**src/rtl/riscv_pkg.sv**
```systemverilog
// Shared RV32I definitions: datapath width and the ALU operation encoding.
// Latency: n/a (types and constants only).
// Backpressure: n/a.
package riscv_pkg;

    localparam int XLEN = 32;

    typedef enum logic [3:0] {
        ALU_ADD  = 4'd0,
        ALU_SUB  = 4'd1,
        ALU_SLL  = 4'd2,
        ALU_SLT  = 4'd3,
        ALU_SLTU = 4'd4,
        ALU_XOR  = 4'd5,
        ALU_SRL  = 4'd6,
        ALU_SRA  = 4'd7,
        ALU_OR   = 4'd8,
        ALU_AND  = 4'd9
    } alu_op_e;

endpackage

```
**src/rtl/control_fsm.sv**
```systemverilog
// Multicycle RV32I main controller: Moore FSM plus ALU-op decoder driving all datapath enables/selects.
// Latency: load 5, R/I-ALU/store/JAL/JALR 4, branch/LUI/AUIPC 3, FENCE/SYSTEM 2 cycles including FETCH.
// Backpressure: none; the datapath is assumed to complete every step in one cycle.
module control_fsm #(
    parameter bit HALT_ON_ILLEGAL = 1'b1
) (
    input  logic                         clk_i,
    input  logic                         rst_i,
    input  logic [riscv_pkg::XLEN-1:0]   InstrPast_i,
    input  logic                         Branch_i,
    output logic                         PCWrite_o,
    output logic                         MemWrite_o,
    output logic                         IRWrite_o,
    output logic                         RegWrite_o,
    output logic [2:0]                   ImmSrc_o,
    output logic [1:0]                   ALUSrcA_o,
    output logic [1:0]                   ALUSrcB_o,
    output riscv_pkg::alu_op_e           ALUControl_o,
    output logic [1:0]                   ResultSrc_o,
    output logic                         B_EN_o,
    output logic                         retire_o,
    output logic                         halted_o
);
    import riscv_pkg::*;

    typedef enum logic [3:0] {
        S_FETCH, S_DECODE, S_MEMADR, S_MEMREAD, S_MEMWB, S_MEMWRITE,
        S_EXEC_R, S_EXEC_I, S_ALUWB, S_BRANCH, S_JAL_JUMP, S_JALR_JUMP,
        S_LINK, S_LUI, S_AUIPC, S_HALT
    } state_e;

    localparam logic [6:0] OP_LOAD   = 7'b0000011;
    localparam logic [6:0] OP_STORE  = 7'b0100011;
    localparam logic [6:0] OP_R      = 7'b0110011;
    localparam logic [6:0] OP_IMM    = 7'b0010011;
    localparam logic [6:0] OP_BRANCH = 7'b1100011;
    localparam logic [6:0] OP_JAL    = 7'b1101111;
    localparam logic [6:0] OP_JALR   = 7'b1100111;
    localparam logic [6:0] OP_LUI    = 7'b0110111;
    localparam logic [6:0] OP_AUIPC  = 7'b0010111;
    localparam logic [6:0] OP_FENCE  = 7'b0001111;
    localparam logic [6:0] OP_SYSTEM = 7'b1110011;

    localparam logic [2:0] IMM_I = 3'b000;
    localparam logic [2:0] IMM_S = 3'b001;
    localparam logic [2:0] IMM_B = 3'b010;
    localparam logic [2:0] IMM_U = 3'b011;
    localparam logic [2:0] IMM_J = 3'b100;

    state_e     state_q, state_d;
    logic [6:0] opcode;
    logic [2:0] funct3;
    logic       funct7_b5;
    logic       unused_instr;

    assign opcode       = InstrPast_i[6:0];
    assign funct3       = InstrPast_i[14:12];
    assign funct7_b5    = InstrPast_i[30];
    // Register indices and immediates are consumed by the datapath, not here.
    assign unused_instr = ^{InstrPast_i[31], InstrPast_i[29:15], InstrPast_i[11:7]};

    // funct7[5] selects SUB only for register-register ops; for shifts it selects arithmetic.
    function automatic alu_op_e alu_decode(input logic [2:0] f3, input logic f7b5, input logic is_r);
        case (f3)
            3'b000:  return (is_r && f7b5) ? ALU_SUB : ALU_ADD;
            3'b001:  return ALU_SLL;
            3'b010:  return ALU_SLT;
            3'b011:  return ALU_SLTU;
            3'b100:  return ALU_XOR;
            3'b101:  return f7b5 ? ALU_SRA : ALU_SRL;
            3'b110:  return ALU_OR;
            default: return ALU_AND;
        endcase
    endfunction

    // State register; reset is synchronous and wins from any state, including HALT.
    always_ff @(posedge clk_i) begin
        if (rst_i) state_q <= S_FETCH;
        else       state_q <= state_d;
    end

    // Next state and Moore outputs; reset forces every enable low and selects to zero.
    always_comb begin
        state_d      = state_q;
        PCWrite_o    = 1'b0;
        MemWrite_o   = 1'b0;
        IRWrite_o    = 1'b0;
        RegWrite_o   = 1'b0;
        ImmSrc_o     = IMM_I;
        ALUSrcA_o    = 2'b00;
        ALUSrcB_o    = 2'b00;
        ALUControl_o = ALU_ADD;
        ResultSrc_o  = 2'b00;
        B_EN_o       = 1'b0;
        retire_o     = 1'b0;
        halted_o     = 1'b0;

        case (state_q)
            S_FETCH: begin
                IRWrite_o   = 1'b1;
                ALUSrcB_o   = 2'b10;
                ResultSrc_o = 2'b01;
                PCWrite_o   = 1'b1;
                state_d     = S_DECODE;
            end
            S_DECODE: begin
                // Precompute the branch target into ALUOut while decoding.
                ALUSrcA_o = 2'b01;
                ALUSrcB_o = 2'b01;
                ImmSrc_o  = IMM_B;
                case (opcode)
                    OP_LOAD, OP_STORE:     state_d = S_MEMADR;
                    OP_R:                  state_d = S_EXEC_R;
                    OP_IMM:                state_d = S_EXEC_I;
                    OP_BRANCH:             state_d = S_BRANCH;
                    OP_JAL:                state_d = S_JAL_JUMP;
                    OP_JALR:               state_d = S_JALR_JUMP;
                    OP_LUI:                state_d = S_LUI;
                    OP_AUIPC:              state_d = S_AUIPC;
                    OP_FENCE, OP_SYSTEM: begin
                        retire_o = 1'b1;
                        state_d  = S_FETCH;
                    end
                    default: begin
                        retire_o = !HALT_ON_ILLEGAL;
                        state_d  = HALT_ON_ILLEGAL ? S_HALT : S_FETCH;
                    end
                endcase
            end
            S_MEMADR: begin
                ALUSrcA_o = 2'b10;
                ALUSrcB_o = 2'b01;
                ImmSrc_o  = (opcode == OP_STORE) ? IMM_S : IMM_I;
                state_d   = (opcode == OP_STORE) ? S_MEMWRITE : S_MEMREAD;
            end
            S_MEMREAD: begin
                ResultSrc_o = 2'b00;
                state_d     = S_MEMWB;
            end
            S_MEMWB: begin
                ResultSrc_o = 2'b11;
                RegWrite_o  = 1'b1;
                retire_o    = 1'b1;
                state_d     = S_FETCH;
            end
            S_MEMWRITE: begin
                MemWrite_o = 1'b1;
                retire_o   = 1'b1;
                state_d    = S_FETCH;
            end
            S_EXEC_R: begin
                ALUSrcA_o    = 2'b10;
                ALUSrcB_o    = 2'b00;
                ALUControl_o = alu_decode(funct3, funct7_b5, 1'b1);
                state_d      = S_ALUWB;
            end
            S_EXEC_I: begin
                ALUSrcA_o    = 2'b10;
                ALUSrcB_o    = 2'b01;
                ImmSrc_o     = IMM_I;
                ALUControl_o = alu_decode(funct3, funct7_b5, 1'b0);
                state_d      = S_ALUWB;
            end
            S_ALUWB: begin
                RegWrite_o = 1'b1;
                retire_o   = 1'b1;
                state_d    = S_FETCH;
            end
            S_BRANCH: begin
                B_EN_o    = 1'b1;
                PCWrite_o = Branch_i;
                retire_o  = 1'b1;
                state_d   = S_FETCH;
            end
            S_JAL_JUMP: begin
                ALUSrcA_o   = 2'b01;
                ALUSrcB_o   = 2'b01;
                ImmSrc_o    = IMM_J;
                ResultSrc_o = 2'b01;
                PCWrite_o   = 1'b1;
                state_d     = S_LINK;
            end
            S_JALR_JUMP: begin
                // Jump before link so rd==rs1 still sees the old rs1.
                ALUSrcA_o   = 2'b10;
                ALUSrcB_o   = 2'b01;
                ImmSrc_o    = IMM_I;
                ResultSrc_o = 2'b01;
                PCWrite_o   = 1'b1;
                state_d     = S_LINK;
            end
            S_LINK: begin
                ALUSrcA_o   = 2'b01;
                ALUSrcB_o   = 2'b10;
                ResultSrc_o = 2'b01;
                RegWrite_o  = 1'b1;
                retire_o    = 1'b1;
                state_d     = S_FETCH;
            end
            S_LUI: begin
                ImmSrc_o    = IMM_U;
                ResultSrc_o = 2'b10;
                RegWrite_o  = 1'b1;
                retire_o    = 1'b1;
                state_d     = S_FETCH;
            end
            S_AUIPC: begin
                ALUSrcA_o   = 2'b01;
                ALUSrcB_o   = 2'b01;
                ImmSrc_o    = IMM_U;
                ResultSrc_o = 2'b01;
                RegWrite_o  = 1'b1;
                retire_o    = 1'b1;
                state_d     = S_FETCH;
            end
            default: begin
                halted_o = 1'b1;
                state_d  = S_HALT;
            end
        endcase

        if (rst_i) begin
            PCWrite_o    = 1'b0;
            MemWrite_o   = 1'b0;
            IRWrite_o    = 1'b0;
            RegWrite_o   = 1'b0;
            ImmSrc_o     = 3'b000;
            ALUSrcA_o    = 2'b00;
            ALUSrcB_o    = 2'b00;
            ALUControl_o = ALU_ADD;
            ResultSrc_o  = 2'b00;
            B_EN_o       = 1'b0;
            retire_o     = 1'b0;
            halted_o     = 1'b0;
        end
    end

endmodule

```
**config.mk**
```make
export PLATFORM = sky130hd
export DESIGN_NAME = control_fsm
export DESIGN_NICKNAME = d
export VERILOG_FILES = /design/src/rtl/riscv_pkg.sv /design/src/rtl/control_fsm.sv
export SDC_FILE = /design/constraint.sdc
export NUM_CORES = 1
export LEC_CHECK = 0
export CAP_MARGIN = 20
export CORE_ASPECT_RATIO = 1.1
export CORE_UTILIZATION = 31
export DETAILED_ROUTE_END_ITERATION = 12
export GPL_ROUTABILITY_DRIVEN = 0
export GPL_TIMING_DRIVEN = 0
export PLACE_DENSITY = 0.84
export SLEW_MARGIN = 10
export SYNTH_ARGS = -nofsm -noshare
export SYNTH_HDL_FRONTEND = slang
export SYNTH_SLANG_ARGS = --single-unit
```
**constraint.sdc**
```tcl
create_clock -name clk_i -period 1.4 [get_ports clk_i]
set_clock_uncertainty 0.05 [all_clocks]
set_input_delay 0.21 -clock clk_i [delete_from_list [all_inputs] [get_ports clk_i]]
set_output_delay 0.21 -clock clk_i [all_outputs]
set_load 0.05 [all_outputs]
```
==> reports/metrics.yaml <==
cells_and_area:
  antenna_cells: 0
  top_regs: "state_q x4"
  largest_reg_flops: 4
  nets: 213
  largest-register: "state_q"
  fillers: 123
  stdcell_count: 206
  area_delta_synth_final_pct: 140.9
  drive_gt1_share_pct: 69.32
outcome:
  violations: "negative setup slack"
  status: "complete, but fails checks"
power_and_ir_drop:
  p_leak_uw: 0.0007169
  peakVddDrop_mv: 1.635
  p_total_uw: 3872
  power_density_nw_per_um2: 2170
synthesis:
  synth_simple_gate_area_share_pct: 43.75
  synth-seq-cells: 4
  ys_top_cells_by_area: "dfxtp_1, nor2_1, a21oi_1"
  ys_seq_area_share_pct: 10.81
  synth_warnings: 0
  synth_top_family_by_area: "simple AND/OR/NAND/NOR gates"
  netlist_area_um2: 740.7
  netlist-cell-type-count: 42
  synth_compound_gate_area_share_pct: 30.91
  synth_xor_xnor_area_share_pct: 2.365
  synth_edf_count: 0
  syn_nets: 153
  synth_top_area_cell: "dfxtp_1"
  synth_area_per_cell_um2: 6.277
  synth_top_area_share_pct: 10.81
  synthMuxAreaShare_pct: 1.520
  syn_inst: 118
  synth_fa_ha_area_share_pct: 1.351
  ys.flop_type: "dfxtp_1"
  async_flop_share_pct: 0
critical_path:
  crit_path_end_kind: "output pin"
  critical_path_class: "reg -> out"
  start_kind: "register"
  cp.arrival_ns: 1.49
  required_ns: 1.14
  critPathMaxFanout: 6
routing:
  dr.pass1.iters: 4
  drt_wl_total_mm: 3.577
  drtIter0Drc: 45
  via_per_inst: 5.723
  wl_per_cell_um: 17.36
  drc_errors: 0
  vias: 1179
  ant_nets: 0
placement:
  dp.cells: 179
  io_buffers: 31
  dp_slack_ns: -1.190
  hpwl_mm: 1.909
clock_network:
  clockRootBuffer: "clkbuf_4"
  cts_tree: "done"
  clkTransAtPathRegs_ns: 0.04
  holdBufCountCts: 0
  cts_buffers: 3
  cts_buffer_depth: 2
  clkSinkCount: 4
  clk_latency_ns: 0.25
  htree_levels: 1
timing:
  fin_tns_setup_ns: -6.693
  timing.hold.ws_ns: 0.3136
  period_share_pct: 125.3
  setup_viol: 24
  slew-limit-headroom_pct: 77.70
  fmax_ghz: 0.5703
  rsz0062_at_grt: "true"
  period_minus_slack_ns: 1.754
  tightestPinTransition_ns: 0.3346
  hold_violations: 0
  setup_ws_ns: -0.3536
  maxSlewViolCount: 0
floorplanning:
  ioPinCount: 55
  fp-row-count: 18
  die_w_um: 48.61
  coreArea_um2: 2252
  initial_core_util_pct: 32.89
  die_h_um: 53.27
  die-area_um2: 2589
global_routing:
  grt-ovfl-total: 0
  grt_max_degree: 11
  antenna_found_initial: 0
  grt_pass1_vias: 1109
  grtUsageTotal_pct: 28.93
  grt_pass1_wl_mm: 5.568
job:
  cap_violations: 0
hold_path:
  min_path_type: "in -> reg"
==> Yosys cell counts (2+ instances only) <==
library cell,n
o211ai_1,2
nand2_1,6
and2_1,4
nor2_1,18
clkbuf_1,6
nor4_1,2
dfxtp_1,4
a21oi_1,13
nand3_1,2
or2_1,2
xnor2_1,2
and4b_1,2
and3_1,2
inv_1,7
nand2b_1,4
o21ai_0,9
nor3_1,7
a211oi_1,2
==> report_power, final <==
group | total [uW] | internal (uW) | switching, uW
Clock | 154 | 96.5 | 57.4
Sequential | 311 | 199 | 112
Combinational | 3410 | 1560 | 1840
==> routing by layer <==
| layer | share of wire, % | global-route usage, % |
|---|---|---|
| met2 | 52 | 51.62 |
| met3 | 7.1 | 8.046 |
| met5 | 0 | 0 |
| met1 | 39 | 34.01 |
| met4 | 1.5 | 7.843 |
==> path summary, 6_finish.rpt <==
check	start	end	slack, ns	cells after the start
setup / recovery	state_q[1]$_SDFF_PP0_	ALUSrcA_o[0]	-0.35	3
hold / removal	rst_i	state_q[0]$_SDFF_PP0_	0.31	2
setup reg to reg	state_q[1]$_SDFF_PP0_	state_q[3]$_SDFF_PP0_	-0.29	5
hold reg to reg	state_q[0]$_SDFF_PP0_	state_q[1]$_SDFF_PP0_	0.58	2
==> area by class of cell <==
type                    instances  area (um2)  area share (%)
well taps                      30       37.54           2.104
clock buffers                   3       22.52           1.262
plain buffers                   7       96.34           5.400
repair buffers                 56       570.5           31.98
flip-flops and latches          4       95.09           5.330
inverters                       8       41.29           2.314
multi-input cells              98       920.9           51.61
==> worst max-delay path, cell delays in order, from the launching register on <==
cell and delay, ns:
dfxtp_4 0.37, or4b_4 0.54, a21oi_4 0.16, buf_6 0.17
==> placed cells by master, fill, tap and decap left out, types with 3 or more instances in the layout <==
cell              n
dfxtp_4           4
clkbuf_4          4
nor3_2            3
nand2b_4          4
nor2_4            9
clkdlybuf4s50_1   4
nor2_2            5
buf_4            13
inv_1             4
nor3_4            4
dlygate4sd2_1     5
a21oi_1           3
buf_8             3
nand2_1           4
nor2_1            4
buf_6            30
a21oi_4           4
o21ai_0           7
a21oi_2           7
==> stage by stage <==
step	utilization [%]	instance area, um2
finish	79.22	1784
global route	79.22	1784
CTS	75.44	1699
detailed placement	58.33	1314
global placement	58.33	1314
floorplan	-	965.9
==> cells by family after synthesis <==
group,Yosys count
simple gates,58
compound gates,36
buf+inv,16
flops,4
xor+xnor,2
mux,1
fa+ha+maj,1
==> what timing repair did <==
action,in CTS,in global routing
endpoints found under the setup margin,24,24
setup buffers,17,8
gates cloned,1,0
pin swaps,19,14
resized for setup,202,14
(Power assumes the default switching activity.)
